--- config.mk ---
export PLATFORM = sky130hd
export DESIGN_NAME = sound_arbiter
export DESIGN_NICKNAME = d
export VERILOG_FILES = /design/src/rtl/sound_arbiter.sv
export SDC_FILE = /design/constraint.sdc
export NUM_CORES = 1
export LEC_CHECK = 0
export CORE_MARGIN = 2
export CORE_UTILIZATION = 45
export CTS_CLUSTER_DIAMETER = 80
export DETAILED_ROUTE_END_ITERATION = 8
export PLACE_DENSITY = 0.7
export SYNTH_ARGS = -nofsm -noshare
export SYNTH_HDL_FRONTEND = slang
export SYNTH_SLANG_ARGS = --single-unit
--- constraint.sdc ---
create_clock -name clk_i -period 3.2 [get_ports clk_i]
set_input_delay 0.64 -clock clk_i [delete_from_list [all_inputs] [get_ports clk_i]]
set_output_delay 0.64 -clock clk_i [all_outputs]
set_load 0.02 [all_outputs]
--- src/rtl/sound_arbiter.sv ---
// sound_arbiter: shares one piezo tone generator among horn, turn click,
// warning chime, reverse melody and engine hum. Fixed priority
// horn > click > chime > melody > engine; the one-shot click and the
// multi-beep chime are timed here. All outputs are registered.
//
// Handshake: there is no backpressure. Requests are levels (horn, melody,
// engine) or 1-cycle event pulses (click, chime); every output is valid on
// the cycle after the inputs that caused it were sampled.
module sound_arbiter #(
  parameter int CLICK_CYC  = 150_000,
  parameter int CHIME_ON   = 5_000_000,
  parameter int CHIME_OFF  = 5_000_000,
  parameter int CHIME_REPS = 3,
  parameter int HORN_HALF  = 62_500,
  parameter int TICK_HALF  = 12_500,
  parameter int TOCK_HALF  = 15_625,
  parameter int CHIME_HALF = 28_409
) (
  input  logic        clk_i,
  input  logic        rst_ni,
  input  logic        horn_req_i,
  input  logic        click_evt_i,
  input  logic        click_hi_i,
  input  logic        chime_evt_i,
  input  logic        melody_req_i,
  input  logic [19:0] melody_half_i,
  input  logic        engine_req_i,
  input  logic [19:0] engine_half_i,
  output logic [4:0]  grant_o,
  output logic [19:0] tone_half_o,
  output logic [1:0]  tone_duty_o,
  output logic        tone_restart_o,
  output logic        click_drop_o,
  output logic        chime_busy_o,
  output logic [2:0]  dbg_state_o
);

  localparam logic [23:0] CLICK_LD = 24'(CLICK_CYC - 1);
  localparam logic [23:0] ON_LD    = 24'(CHIME_ON - 1);
  localparam logic [23:0] OFF_LD   = 24'(CHIME_OFF - 1);
  localparam logic [3:0]  REPS_LD  = 4'(CHIME_REPS);
  localparam logic [19:0] HORN_H   = 20'(HORN_HALF);
  localparam logic [19:0] TICK_H   = 20'(TICK_HALF);
  localparam logic [19:0] TOCK_H   = 20'(TOCK_HALF);
  localparam logic [19:0] CHIME_H  = 20'(CHIME_HALF);

  typedef enum logic [2:0] {
    S_IDLE, S_HORN, S_CLICK, S_CHIME_ON, S_CHIME_GAP, S_MELODY, S_ENGINE
  } state_t;

  state_t      state_q, state_d;
  logic        click_pend_q, click_pend_d;
  logic        click_hi_q, click_hi_d;     // hi/lo of the click waiting to be served
  logic        click_tone_q, click_tone_d; // hi/lo of the click being played
  logic [23:0] click_tmr_q, click_tmr_d;
  logic        ch_busy_q, ch_busy_d;
  logic        ch_gap_q, ch_gap_d;
  logic [23:0] ch_tmr_q, ch_tmr_d;
  logic [3:0]  ch_reps_q, ch_reps_d;
  logic [4:0]  grant_q, grant_d;
  logic [19:0] half_q, half_d;
  logic [1:0]  duty_q, duty_d;
  logic        restart_q, restart_d;
  logic        drop_q, drop_d;
  logic        click_run, click_load;

  // Chime progress: the phase timer only runs while the chime owns the
  // generator, so a preempted chime stays frozen and resumes in place.
  always_comb begin
    ch_busy_d = ch_busy_q;
    ch_gap_d  = ch_gap_q;
    ch_tmr_d  = ch_tmr_q;
    ch_reps_d = ch_reps_q;
    if (state_q == S_CHIME_ON || state_q == S_CHIME_GAP) begin
      if (ch_tmr_q == 24'd0) begin
        if (!ch_gap_q) begin
          ch_gap_d = 1'b1;
          ch_tmr_d = OFF_LD;
        end else if (ch_reps_q <= 4'd1) begin
          ch_busy_d = 1'b0;
          ch_gap_d  = 1'b0;
          ch_reps_d = 4'd0;
        end else begin
          ch_reps_d = ch_reps_q - 4'd1;
          ch_gap_d  = 1'b0;
          ch_tmr_d  = ON_LD;
        end
      end else begin
        ch_tmr_d = ch_tmr_q - 24'd1;
      end
    end else if (chime_evt_i && !ch_busy_q) begin
      ch_busy_d = 1'b1;
      ch_gap_d  = 1'b0;
      ch_tmr_d  = ON_LD;
      ch_reps_d = REPS_LD;
    end
  end

  // Arbitration, click bookkeeping and next registered outputs.
  always_comb begin
    state_d    = S_IDLE;
    click_load = 1'b0;
    click_run  = (state_q == S_CLICK) && (click_tmr_q != 24'd0);
    if (horn_req_i)                        state_d = S_HORN;
    else if (click_run)                    state_d = S_CLICK;
    else if (click_pend_q || click_evt_i) begin
      state_d    = S_CLICK;
      click_load = 1'b1;
    end
    else if (ch_busy_d)                    state_d = ch_gap_d ? S_CHIME_GAP : S_CHIME_ON;
    else if (melody_req_i)                 state_d = S_MELODY;
    else if (engine_req_i)                 state_d = S_ENGINE;

    click_hi_d   = click_evt_i ? click_hi_i : click_hi_q;
    click_pend_d = (click_pend_q | click_evt_i) & ~click_load;
    click_tone_d = click_load ? click_hi_d : click_tone_q;
    drop_d       = click_evt_i & click_pend_q;
    if (click_load)                                  click_tmr_d = CLICK_LD;
    else if (state_d == S_CLICK && click_tmr_q != 0) click_tmr_d = click_tmr_q - 24'd1;
    else                                             click_tmr_d = click_tmr_q;

    restart_d = (state_d != state_q) | click_load;
    grant_d   = 5'b00000;
    half_d    = 20'd0;
    duty_d    = 2'd0;
    case (state_d)
      S_HORN:      begin grant_d = 5'b10000; half_d = HORN_H;  duty_d = 2'd1; end
      S_CLICK:     begin grant_d = 5'b01000; half_d = click_tone_d ? TICK_H : TOCK_H; duty_d = 2'd2; end
      S_CHIME_ON:  begin grant_d = 5'b00100; half_d = CHIME_H; duty_d = 2'd1; end
      S_CHIME_GAP: begin grant_d = 5'b00100; half_d = 20'd0;   duty_d = 2'd1; end
      S_MELODY:    begin grant_d = 5'b00010; half_d = melody_half_i; duty_d = 2'd2; end
      S_ENGINE:    begin grant_d = 5'b00001; half_d = engine_half_i; duty_d = 2'd3; end
      default:     begin grant_d = 5'b00000; half_d = 20'd0;   duty_d = 2'd0; end
    endcase
  end

  // State, timers, pending flags and output registers.
  always_ff @(posedge clk_i or negedge rst_ni) begin
    if (!rst_ni) begin
      state_q      <= S_IDLE;
      click_pend_q <= 1'b0;
      click_hi_q   <= 1'b0;
      click_tone_q <= 1'b0;
      click_tmr_q  <= 24'd0;
      ch_busy_q    <= 1'b0;
      ch_gap_q     <= 1'b0;
      ch_tmr_q     <= 24'd0;
      ch_reps_q    <= 4'd0;
      grant_q      <= 5'b00000;
      half_q       <= 20'd0;
      duty_q       <= 2'd0;
      restart_q    <= 1'b0;
      drop_q       <= 1'b0;
    end else begin
      state_q      <= state_d;
      click_pend_q <= click_pend_d;
      click_hi_q   <= click_hi_d;
      click_tone_q <= click_tone_d;
      click_tmr_q  <= click_tmr_d;
      ch_busy_q    <= ch_busy_d;
      ch_gap_q     <= ch_gap_d;
      ch_tmr_q     <= ch_tmr_d;
      ch_reps_q    <= ch_reps_d;
      grant_q      <= grant_d;
      half_q       <= half_d;
      duty_q       <= duty_d;
      restart_q    <= restart_d;
      drop_q       <= drop_d;
    end
  end

  assign grant_o        = grant_q;
  assign tone_half_o    = half_q;
  assign tone_duty_o    = duty_q;
  assign tone_restart_o = restart_q;
  assign click_drop_o   = drop_q;
  assign chime_busy_o   = ch_busy_q;
  assign dbg_state_o    = state_q;

endmodule

==> metrics, run 1 <==
FF+latch count, synth 89; Die Area 10600 sq um; Die Ht 103 microns; GRT overflow 0; Peak VDD IR 0.198 mV; I/O pins 81; HPWL after DPL 7.24 mm; DR vias 3632; max-slew violations 0; max cap viols 0; port buffer count 80; sequential area share after synthesis 50.7%; dpl cells 652; Die Wd 103 microns; ant diodes 0; Setup-failing EPs final 0; Hold Crit Class in -> async; critical path cell sequence inv_1 > ha_1 > nor4b_1 > nand4_1 > o31ai_1 > nand2_1 > o311ai_1 > xor2_1 > o2111ai_1; Initial Util 45.5%; Critical Setup Path Class reg -> reg; Clock Skews 14.0 ps; worst-margin pin slew 1160 ps; Arr. time, crit path 3120 ps; area of the multi-input gates 2040 sq um; # clock sinks 89; delay-heaviest family, CP compound AO/OA/AOI/OAI gates; largest net degree at the start of global routing 90; final-stage net count 583; Vias/cell 5.43; final WL 10.2 mm; Total GRT Usage 19.8%; Core ar. 9640 sq um; # DRC 0; EDFF count, synth 0; synthesized area per cell 10.0 sq um; GPL Wtd Cong 0.877; Final Cycle Share 90.2%; Worst-path clk slew 100 ps; vias in the first global route 3447; Async SR Flop Fraction 100%; clock tree buffer depth 2; Sum Neg Setup Slack 0 ps; Net Count, Synth 491; RSZ-0062 raised after global routing no; WP buf/inv 1; prevailing post-synth register cell dfrtp_1; Slew HR 22.6%; row count 36; leak pwr 2.21 nW; slowest stage cell, crit path o311ai_1; Syn-to-layout area delta 27.4%; top post-synthesis cells by area dfrtp_1, nor2_1, o21ai_0; cell count after synthesis 439; root buf cell clkbuf_8; first-pass GRT wire length 16.6 mm; status finished, final reports clean; Worst setup EP type flip-flop; FF+latch area 2230 sq um; number of CTS-inserted buffers 9; top cells by count, synth dfrtp_1, nor2_1, nand2_1, o21ai_0, a21oi_1; Min Clock Period, post-route 2890 ps; fill count 847; Final Non-Filler Cells 669; initial DRC count 124; Critical Path Start Type flip-flop; antenna violations before repair 0; CTS tree built; Max FO, Critical Path 5; Synthesis Warnings 0; clk_lat worst skew 370 ps; f_max 346 MHz; power density cells 459 nW/um^2; Mapped Area 4390 sq um; post-route ant nets 0; Final Hold Fails 0; post-synth top area share 50.7%; WP data required 3430 ps; cell taking the most area after synthesis dfrtp_1; most frequent cell after synthesis dfrtp_1; drt wl/cell 15.3 microns; share of post-route cells with drive strength above 1 11.9%; TritonRoute pass-1 iters 4; CTS H-tree lvls 3; Unique masters post-synth 66; largest stage delay on the critical path 620 ps
==> stage by stage <==
step / instance area [sq um] / util, % / power, mW / setup WS, ps / hold slack [ps]
after floorplan: 4390 / - / 1.60 / 507 / 344
after global placement: 5390 / 55.9 / 1.83 / 215 / 483
after detailed placement: 5390 / 55.9 / 1.85 / 155 / 493
after CTS: 5570 / 57.8 / 2.59 / 134 / 505
after global routing: 5590 / 58.0 / 2.71 / 3.47 / 532
final: 5590 / 58.0 / 2.57 / 314 / 459
==> routing by layer <==
layer / global-route usage, % / up-vias / routed length (microns)
met5: 0 / - / 0
met4: 7.39 / 0 / 176
met3: 3.32 / 15 / 549
met2: 31.1 / 89 / 4740
met1: 27.9 / 1751 / 4780
li1: - / 1777 / -
==> cell families after synthesis <==
family                   synth area share [%]
buffers and inverters                    2.79
adder cells (fa/ha/maj)                  1.14
XOR/XNOR                                 4.99
AO/OA/AOI/OAI                            17.0
multiplexers                            0.485
flip-flops                               50.7
AND/OR/NAND/NOR                          22.9
==> path summary, 6_finish.rpt <==
check	from	slack (ps)	depth (start not counted)	endpoint
max	ch_tmr_q[0]$_DFFE_PN0P_	310	9	tone_restart_o$_DFF_PN0_
max in group asynchronous	rst_ni	2010	1	click_tmr_q[11]$_DFFE_PN0P_
min	rst_ni	460	1	ch_tmr_q[21]$_DFFE_PN0P_
min reg2reg	ch_tmr_q[4]$_DFFE_PN0P_	500	1	ch_tmr_q[4]$_DFFE_PN0P_
min in group clk_i	ch_tmr_q[4]$_DFFE_PN0P_	500	1	ch_tmr_q[4]$_DFFE_PN0P_
max reg2reg	ch_tmr_q[0]$_DFFE_PN0P_	310	9	tone_restart_o$_DFF_PN0_
==> what timing repair did <==
item,CTS,global route
resized for setup,0,0
hold buffers,0,0
endpoints found under the setup margin,0,3
buffers inserted,0,1
==> worst register-to-register path, delay by kind of cell, from the launching register on <==
kind | cells | cell delay (ps)
DFF | 1 | 390
buffers and inverters | 1 | 100
and+or+nand+nor | 3 | 680
AOI/OAI and AO/OA | 3 | 1180
adders and majority gates | 1 | 230
xor gates and xnor gates | 1 | 190
==> area by class of cell <==
| cell class | instances | area share (%) |
|---|---|---|
| clock buffer | 10 | 2.46 |
| tap | 133 | 2.98 |
| multi-input combinational | 322 | 36.5 |
| clock inverter | 6 | 0.873 |
| sequential | 89 | 39.8 |
| inverter | 15 | 1.01 |
| timing repair buffer | 94 | 16.4 |
==> placed cells by master (no fill, tap or decap), types with 4 or more instances in the layout <==
master and n:
a21oi_1 22, a221o_2 12, a22o_1 7, a31oi_1 4
buf_4 14, clkbuf_8 10, clkdlybuf4s50_1 79, dfrtp_1 89
ha_1 4, inv_1 15, nand2_1 35, nand3_1 12
nor2_1 52, nor2b_1 7, nor3_1 21, nor4_1 10
nor4b_1 4, o21ai_0 30, o31ai_1 6, or3_1 8
xnor2_1 16, xor2_1 9
==> flip-flops by register name (all words and copies together), names as in the netlist <==
register,count
click_hi_q,1
tone_restart_o,1
tone_duty_o,2
chime_busy_o,1
click_drop_o,1
click_tmr_q,24
ch_tmr_q,24
dbg_state_o,3
click_pend_q,1
ch_gap_q,1
grant_o,5
click_tone_q,1
tone_half_o,20
ch_reps_q,4
==> report_power, final <==
part | switching (mW) | internal, mW
combinational | 0.290 | 0.257
sequential | 0.0685 | 1.21
clock | 0.426 | 0.313
Note: power is estimated with default switching activity, not from simulation.
==> inputs of run 2 (changes only) <==
CAP_MARGIN = 0   (was default)
==> results of run 2 <==
Same layout as run 1: the final DEF is identical, and so are final timing and power.
==> inputs of run 3 (changes only) <==
CORE_MARGIN = 5   (was 2)
SETUP_SLACK_MARGIN = 0.15   (was default)
==> metrics, run 3 (synthesis results as in run 1) <==
status finished, final reports clean (unchanged); dpl ws 305 ps (was 155 ps); RR Endpoint tone_half_o[6]$_DFF_PN0_ (was tone_restart_o$_DFF_PN0_); reg2reg start click_tmr_q[16]$_DFFE_PN0P_ (was ch_tmr_q[0]$_DFFE_PN0P_); Reg2Reg Setup Slack 350 ps (was 310 ps); worst-margin pin slew 581 ps (was 1160 ps); final WL 10.9 mm (was 10.2 mm); Peak VDD IR 0.261 mV (was 0.198 mV); Hold WS 251 ps (was 459 ps); Worst R2R Path Depth 7 (was 9); Hold Crit Class in -> async (unchanged); WP data required 3510 ps (was 3430 ps); most frequent cells in the layout dfrtp_1, clkdlybuf4s50_1, nor2_1 (unchanged); Initial Util 45.5% (unchanged); Vias/cell 5.51 (was 5.43); clk_lat worst skew 380 ps (was 370 ps); WP buf/inv 0 (was 1); first-pass GRT wire length 17.4 mm (was 16.6 mm); Max FO, Critical Path 19 (was 5); Core ar. 9640 sq um (unchanged); clock tree buffer depth 2 (unchanged); initial DRC count 200 (was 124); ant diodes 0 (unchanged); f_max 351 MHz (was 346 MHz); Total GRT Usage 18.7% (was 19.8%); Worst setup EP type flip-flop (unchanged); Syn-to-layout area delta 29.2% (was 27.4%); vias in the first global route 3528 (was 3447); antenna violations before repair 0 (unchanged); Worst-path clk slew 90 ps (was 100 ps); commonest non-fill, non-tap cell in the layout dfrtp_1 (unchanged); fill count 837 (was 847); max-slew violations 0 (unchanged); Die Ht 109 microns (was 103 microns); Worst path most repeated cell or4_4; drt wl/cell 16.2 microns (was 15.3 microns); Critical Path Start Type flip-flop (unchanged); slowest stage cell, crit path or4_4 (was o311ai_1); max cap viols 0 (unchanged); Setup-failing EPs final 0 (unchanged); Die Wd 109 microns (was 103 microns); largest net degree at the start of global routing 47 (was 90); Power Total 2.73 mW (was 2.57 mW); critical path cell sequence or4_4 > or4_4 > o21ai_4 > and3_4 > nand2_4 > nor2_4 > a221o_2 (was inv_1 > ha_1 > nor4b_1 > nand4_1 > o31ai_1 > nand2_1 > o311ai_1 > xor2_1 > o2111ai_1); final worst slack 352 ps (was 314 ps); CTS tree built (unchanged); Critical Setup Path Class reg -> reg (unchanged); Final Hold Fails 0 (unchanged); # DRC 0 (unchanged); dpl cell area 5430 sq um (was 5390 sq um); leak pwr 2.25 nW (was 2.21 nW); number of CTS-inserted buffers 9 (unchanged); Arr. time, crit path 3160 ps (was 3120 ps); row count 36 (unchanged); Final Cycle Share 89.0% (was 90.2%); largest stage delay on the critical path 590 ps (was 620 ps); I/O pins 81 (unchanged); CTS H-tree lvls 3 (unchanged); RSZ-0062 raised after global routing no (unchanged); delay-heaviest family, CP simple AND/OR/NAND/NOR gates (was compound AO/OA/AOI/OAI gates); Die Area 11800 sq um (was 10600 sq um); GRT overflow 0 (unchanged); Final Instance Area 5670 sq um (was 5590 sq um); share of post-route cells with drive strength above 1 12.5% (was 11.9%); DR vias 3699 (was 3632); final-stage net count 586 (was 583); Clock Skews 18.1 ps (was 14.0 ps); Slew HR 61.3% (was 22.6%); TritonRoute pass-1 iters 5 (was 4); Min Clock Period, post-route 2850 ps (was 2890 ps); power density cells 481 nW/um^2 (was 459 nW/um^2); root buf cell clkbuf_8 (unchanged); GPL Wtd Cong 0.820 (was 0.877); # clock sinks 89 (unchanged); Sum Neg Setup Slack 0 ps (unchanged); post-route ant nets 0 (unchanged); port buffer count 80 (unchanged); HPWL after DPL 7.96 mm (was 7.24 mm)
-- run 3: changes by cell type in the layout (fill, tap and decap cells not counted), sizes merged --
cell    before  now
buf         15   18
bufinv       0    2
clkbuf      10   13
clkinv       3    0
inv         18   15
-- run 3: worst register-to-register path: cells and delay by family, from the launching register on --
kind,cells,cell delay (ps)
DFF,1,440
AOI/OAI and AO/OA,2,490
and+or+nand+nor,5,1840
-- run 3: how the worst max path moves through the flow --
stage | depth (start not counted) | to | startpoint
3_3_place_gp | 9 | tone_half_o[12]$_DFF_PN0_ | chime_evt_i
5_1_grt | 10 | tone_half_o[11]$_DFF_PN0_ | ch_tmr_q[0]$_DFFE_PN0P_
3_5_place_dp | 9 | tone_half_o[12]$_DFF_PN0_ | chime_evt_i
2_1_floorplan | 7 | click_tmr_q[17]$_DFFE_PN0P_ | click_tmr_q[16]$_DFFE_PN0P_
6_report | 7 | tone_half_o[6]$_DFF_PN0_ | click_tmr_q[16]$_DFFE_PN0P_
4_1_cts | 9 | tone_restart_o$_DFF_PN0_ | ch_tmr_q[0]$_DFFE_PN0P_
-- run 3: what timing repair did --
action | CTS | global route
setup buffers | 0 | 0
hold endpoints to repair | 0 | 0
setup endpoints to repair | 0 | 4
hold buffers | 0 | 0
resized for setup | 0 | 2
-- run 3: final cells by class --
cell class | instances | area, sq um | area share, %
Multi-Input combinational cell | 322 | 2050 | 36.2
Timing Repair Buffer | 97 | 938 | 16.6
Sequential cell | 89 | 2230 | 39.3
Tap cell | 133 | 166 | 2.94
Inverter | 15 | 56.3 | 0.993
Clock buffer | 13 | 169 | 2.98
Clock inverter | 2 | 60.1 | 1.06
-- run 3: per-stage QoR --
stage	instances	util (%)
finish	671	58.8
global route	671	58.8
CTS	671	58.7
detailed placement	656	56.3
global placement	656	56.3
floorplan	439	-
-- run 3: power by group --
part | total [mW] | leakage [nW] | switching (mW) | internal [mW]
Clock | 0.891 | 0.116 | 0.390 | 0.500
Combinational | 0.558 | 1.08 | 0.297 | 0.261
Sequential | 1.28 | 1.05 | 0.0680 | 1.21
Total | 2.73 | 2.25 | 0.756 | 1.97
-- run 3: per-layer routing --
layer	vias to the layer above	wire length, microns	GRT usage (%)
met4	0	211	7.94
met5	-	0	0
li1	1787	-	-
met2	94	5210	30.8
met3	16	505	2.55
met1	1802	4960	24.7
==> variant 1: new RTL, flow settings as in run 2 <==
Reset style: synchronous (`rst_ni`), changed in one clocked block.
--- a/src/rtl/sound_arbiter.sv
+++ b/src/rtl/sound_arbiter.sv
@@ -135,7 +135,7 @@
   end
 
   // State, timers, pending flags and output registers.
-  always_ff @(posedge clk_i or negedge rst_ni) begin
+  always_ff @(posedge clk_i) begin
     if (!rst_ni) begin
       state_q      <= S_IDLE;
       click_pend_q <= 1'b0;
Formal check against the unedited RTL: differs if rst_ni is asserted again (counterexample within 4 cycles, from zero or initial values and one cycle with rst_ni low); with rst_ni held inactive, the same outputs for 10 cycles.
==> variant 1 against run 2 <==
Power decreased by 1.6%. Critical path depth fell by 2. Routed wire length grew 0.72%. First-iteration DRC count grew 10%. Combinational power rose by 6.8%. Via count rose by 5.8%. Design area decreased by 4.3%. Synthesized area down 5.1%. Worst setup slack worse by 0.081 ns. Sequential cell count did not move. Clock power decreased by 5.9%.
==> variant 1: results (changes against run 2) <==
----------------------------------------------------
[Global route]
  Pin count of the biggest net entering global routing ... 20 (was 90)
  Antenna violations before repair ... 0 (unchanged)
  Total routing resource utilization after global routing ... 0.2105 (was 0.1985)
  Via count of the first global-routing pass ... 3599 (was 3447)
  First-pass GRT wire length ... 16970 um (was 16640 um)

[Place]
  Final HPWL DP ... 7732 um (was 7239 um)
  Total of buffers placed on input and output ports ... 80 (unchanged)
  Worst setup timing slack at the placement stage ... 0.1471 ns (was 0.1547 ns)
  Placer congestion estimate ... 0.8519 (was 0.8765)

[Logic synthesis]
  Most used standard cells in the synthesized netlist ... sky130_fd_sc_hd__dfxtp_1 (89), sky130_fd_sc_hd__nor2_1 (77), sky130_fd_sc_hd__a21oi_1 (39) (was sky130_fd_sc_hd__dfrtp_1 (89), sky130_fd_sc_hd__nor2_1 (52), sky130_fd_sc_hd__nand2_1 (35))
  Count of flip-flops with a built-in enable after synthesis ... 0 (unchanged)
  Netlist cell types ... 68 (was 66)
  Number of synthesis warnings ... 0 (unchanged)
  Sequential fraction of the synthesis area ... 0.4279 (was 0.5074)
  Post-Syn Nets ... 534 (was 491)
  Proportion of synthesized flip-flops having asynchronous set or reset ... 0 (was 1.000)
  Ranking of synthesized cells by area ... sky130_fd_sc_hd__dfxtp_1 (43%), sky130_fd_sc_hd__nor2_1 (6.9%), sky130_fd_sc_hd__xnor2_1 (4.8%) (was sky130_fd_sc_hd__dfrtp_1 (51%), sky130_fd_sc_hd__nor2_1 (4.4%), sky130_fd_sc_hd__o21ai_0 (3.4%))

[Power]
  Max rail drop VDD ... 0.2419 mV (was 0.1978 mV)
  LEAKAGE ... 1.969 nW (was 2.214 nW)

[Clock network]
  H-tree levels ... 3 (unchanged)
  Clock tree root driver cell ... sky130_fd_sc_hd__clkbuf_8 (unchanged)
  Clk buf depth ... 2 (unchanged)
  CTS Buf Count ... 9 (unchanged)
  Clock input transition at the sequential cells of the worst setup and hold paths ... 0.09 ns
  Post-CTS Resized ... 0 (unchanged)
  Later-pin clock latency in the skew report ... 0.37 ns (about the same)

[Drt]
  TritonRoute pass-1 iters ... 5 (was 4)
  Starting DRT DRC Count ... 137 (was 124)
  Number of vias in the routed layout ... 3841 (was 3632)
  Post-Route WL ... 10320 um (was 10250 um)

[Status]
  Result of the run ... finished clean (unchanged)

[Cells and area]
  Number of fill cells in the layout ... 832 (was 847)
  Number of diodes added for antenna fixing ... 0 (unchanged)
  # nets final ... 628 (was 583)
  Ratio of cells with drive above 1 in the final layout ... 0.1071 (was 0.1194)

[STA]
  Relative slew slack ... 0.4552 (was 0.2264)
  Worst clock skew ... 0.01808 ns (was 0.01399 ns)
  Final setup violation count ... 0 (unchanged)

[Worst setup path]
  Largest incremental delay on the critical path ... 0.72 ns (was 0.62 ns)
  Critical-path top delay cell ... sky130_fd_sc_hd__o31ai_2 (was sky130_fd_sc_hd__o311ai_1)
  Crit path arrival time ... 3.21 ns (was 3.12 ns)
  Critical Path Fanout Max ... 12 (was 5)

[Min path]
  Path category of the worst min-delay check ... flop to flop (was input pin to async pin)

----------------------------------------------------
==> variant 1: cell types whose count changed after synthesis, sizes merged, moves of 7 or more <==
cell	change
a22oi	+12
o21ai	-16
xnor2	+7
nor2	+25
a22o	-8
a221o	-12
dfrtp	-89
a21oi	+17
dfxtp	+89
==> variant 1: final cells by class <==
class	instances	area, um^2	share of cell area
Multi-Input combinational cell	362	2250	0.4204
Sequential cell	89	1782	0.3329
Timing Repair Buffer	100	963.4	0.1800
Tap cell	111	138.9	0.02595
Clock buffer	9	123.9	0.02315
Inverter	13	48.80	0.009119
Clock inverter	6	45.04	0.008417
==> variant 1: kinds of logic (layout without fill, tap and decap cells) <==
kind of cell / Yosys count / after routing / synth area share
fa+ha+maj: 5 / 5 / 0.01502
xor+xnor: 36 / 36 / 0.07572
mux: 3 / 3 / 0.007812
simple gates: 212 / 212 / 0.2749
flops: 89 / 89 / 0.4279
compound gates: 106 / 106 / 0.1656
buf+inv: 30 / 128 / 0.03305
==> variant 1: per-layer routing <==
metal / vias up / part of all wire / wire length (um) / track usage
li1: 1910 / - / - / -
met1: 1828 / 0.46 / 4722 / 0.2723
met2: 88 / 0.49 / 5008 / 0.3547
met3: 15 / 0.041 / 423 / 0.03134
met4: 0 / 0.016 / 166 / 0.08114
met5: - / 0 / 0 / 0
==> variant 1: path summary, 6_finish.rpt <==
check             slack (ns)       startpoint  cells after the start               to
setup / recovery        0.23  click_tmr_q[18]                      7  tone_half_o[14]
hold reg to reg         0.48   click_tmr_q[7]                      2   click_tmr_q[7]
hold / removal          0.48   click_tmr_q[7]                      2   click_tmr_q[7]
setup reg to reg        0.23  click_tmr_q[18]                      7  tone_half_o[14]
==> variant 1: critical path: cells and delay by family (launching register included) <==
family                 cells  cell delay, ns
DFF                        1            0.37
and+or+nand+nor            3            1.28
buffers and inverters      1            0.29
AOI/OAI and AO/OA          3            0.92
==> variant 1: power breakdown <==
group | total [mW] | leakage (nW) | internal, mW | switching (mW)
sequential | 1.25 | 0.731 | 1.18 | 0.0626
combinational | 0.584 | 1.16 | 0.276 | 0.308
clock | 0.696 | 0.0777 | 0.280 | 0.416
==> variant 1: through the flow <==
stage               power (mW)  cell area, um^2  cells
floorplan                1.628             4164    481
global placement         1.837             5182    675
detailed placement       1.853             5182    675
CTS                      2.546             5351    690
global route             2.653             5351    690
finish                   2.527             5351    690
==> variant 1: timing repair <==
| item | 4_1_cts | 5_1_grt |
|---|---|---|
| setup buffers | 0 | 0 |
| hold buffers | 0 | 0 |
| endpoints found under the setup margin | 0 | 1 |
==> variant 2: new RTL, config.mk and constraints of run 2 <==
Without the edit above. Change the parameter `CHIME_OFF` from 5_000_000 to 4_194_304.
--- a/src/rtl/sound_arbiter.sv
+++ b/src/rtl/sound_arbiter.sv
@@ -9,7 +9,7 @@
 module sound_arbiter #(
   parameter int CLICK_CYC  = 150_000,
   parameter int CHIME_ON   = 5_000_000,
-  parameter int CHIME_OFF  = 5_000_000,
+  parameter int CHIME_OFF  = 4_194_304,
   parameter int CHIME_REPS = 3,
   parameter int HORN_HALF  = 62_500,
   parameter int TICK_HALF  = 12_500,
Formal check against the unedited RTL: no difference found for any inputs over 10 cycles, from zero or initial values and one cycle with rst_ni low; that may be too few to reach the edited logic, so the function may still have changed.
==> variant 2 against run 2 <==
Global-route usage increased by 1.6 points. Power grew 0.49%. Design area increased by 2.2%. Clock power is 10% higher. Non-clock buffer count up 4. Sequential share of layout area shrank 0.85 points. Sequential cell count did not move. Synthesized area increased by 2.0%. Worst setup slack worse by 0.044 ns. Routed wire length up 6.9%. Final cell count increased by 3.1%. Largest cell class unchanged. Largest power group unchanged. Synthesized cell count is 4.8% higher. Core utilization is 0.72 points higher.
==> variant 2: results (changes against run 2) <==
----------------------------------------------------
[STA]
  Worst clock skew ... 0.007764 ns (was 0.01399 ns)
  Relative slew slack ... 0.3961 (was 0.2264)
  Hold slack ... 0.3573 ns (was 0.4593 ns)
  Part of the cycle the worst path needs ... 0.9156 (was 0.9020)
  Final setup violation count ... 0 (unchanged)

[Cells and area]
  Number of fill cells in the layout ... 848 (was 847)
  # nets final ... 604 (was 583)
  Ratio of cells with drive above 1 in the final layout ... 0.09336 (was 0.1194)
  Non-filler instance count after layout ... 690 (was 669)

[Global route]
  First-pass GRT wire length ... 18610 um (was 16640 um)
  Pin count of the biggest net entering global routing ... 62 (was 90)
  Total routing resource utilization after global routing ... 0.2142 (was 0.1985)

[Drt]
  Post-Route WL ... 10960 um (was 10250 um)
  Total routed wire length on the met1 layer ... 4818 um (was 4777 um)
  Routed wire length on met2 ... 5532 um (was 4743 um)
  TritonRoute pass-1 iters ... 5 (was 4)
  Starting DRT DRC Count ... 163 (was 124)
  Met3 WL post-DR ... 364 um (was 549 um)
  Number of vias in the routed layout ... 3803 (was 3632)

[Place]
  Worst setup timing slack at the placement stage ... 0.2761 ns (was 0.1547 ns)
  Inst Count DP ... 674 (was 652)
  Placer congestion estimate ... 0.8376 (was 0.8765)
  Final HPWL DP ... 7938 um (was 7239 um)
  Placement-stage cell area ... 0.005503 mm^2 (was 0.005385 mm^2)

[Worst setup path]
  Critical Path Fanout Max ... 6 (was 5)
  Crit path arrival time ... 3.15 ns (was 3.12 ns)
  Reg-to-reg slack, setup ... 0.27 ns (was 0.31 ns)
  Critical-path top delay cell ... sky130_fd_sc_hd__or3_4 (was sky130_fd_sc_hd__o311ai_1)
  CP delay by family, top ... simple AND/OR/NAND/NOR gates (was compound AO/OA/AOI/OAI gates)
  Largest incremental delay on the critical path ... 0.44 ns (was 0.62 ns)
  Startpoint of the lowest-slack register-to-register path ... ch_tmr_q[0] (unchanged)
  Cell depth of the worst flop-to-flop path ... 11 (was 9)

[Power]
  Total net switching power ... 0.7567 mW (was 0.7846 mW)
  LEAKAGE ... 2.365 nW (was 2.214 nW)

[Logic synthesis]
  Post-synthesis area per instance ... 9.729 um^2 (was 9.998 um^2)
  Sequential fraction of the synthesis area ... 0.4976 (was 0.5074)
  Post-Synth Adder-Cell Area ... 0.01118 (was 0.01140)
  Post-synthesis compound-gate area fraction ... 0.1731 (was 0.1699)
  Ranking of synthesized cells by area ... sky130_fd_sc_hd__dfrtp_1 (50%), sky130_fd_sc_hd__nor2_1 (4.9%), sky130_fd_sc_hd__nand2_1 (3.6%) (was sky130_fd_sc_hd__dfrtp_1 (51%), sky130_fd_sc_hd__nor2_1 (4.4%), sky130_fd_sc_hd__o21ai_0 (3.4%))
  Post-Syn Nets ... 512 (was 491)
  Netlist cell types ... 64 (was 66)

[Status]
  Result of the run ... finished clean (unchanged)

----------------------------------------------------
variant 2: layer usage:
layer | vias to the layer above | GRT usage
li1 | 1841 | -
met2 | 71 | 0.3586
met5 | - | 0
met1 | 1870 | 0.2746
met4 | 0 | 0.08880
met3 | 21 | 0.03902
variant 2: cell type report:
type | instances | area (um^2) | area share
Clock inverter | 5 | 61.31 | 0.01073
Timing Repair Buffer | 98 | 945.9 | 0.1655
Inverter | 14 | 52.55 | 0.009196
Clock buffer | 11 | 141.4 | 0.02474
Multi-Input combinational cell | 340 | 2120 | 0.3709
Tap cell | 133 | 166.4 | 0.02912
Sequential cell | 89 | 2227 | 0.3898
variant 2: repair_timing:
action	in CTS	in global routing
resized for setup	0	1
endpoints found under the setup margin	0	2
setup buffers	0	0
variant 2: worst register-to-register path, cell delays in order (launching register included):
cell                        delay [ns]
sky130_fd_sc_hd__dfrtp_1          0.42
sky130_fd_sc_hd__inv_1            0.07
sky130_fd_sc_hd__ha_1             0.20
sky130_fd_sc_hd__nor3b_4          0.28
sky130_fd_sc_hd__nand4b_4         0.18
sky130_fd_sc_hd__or3_4            0.44
sky130_fd_sc_hd__o311a_4          0.32
sky130_fd_sc_hd__nor3_4           0.13
sky130_fd_sc_hd__buf_4            0.15
sky130_fd_sc_hd__a211oi_1         0.05
sky130_fd_sc_hd__a2111oi_0        0.38
sky130_fd_sc_hd__nand4_1          0.16
variant 2: power by group through the flow:
stage	Sequential, mW	Clock (mW)	Combinational (mW)
floorplan	1.31	0	0.234
global placement	1.28	0	0.489
detailed placement	1.29	0	0.498
CTS	1.27	0.834	0.502
global route	1.28	0.883	0.543
finish	1.27	0.815	0.498
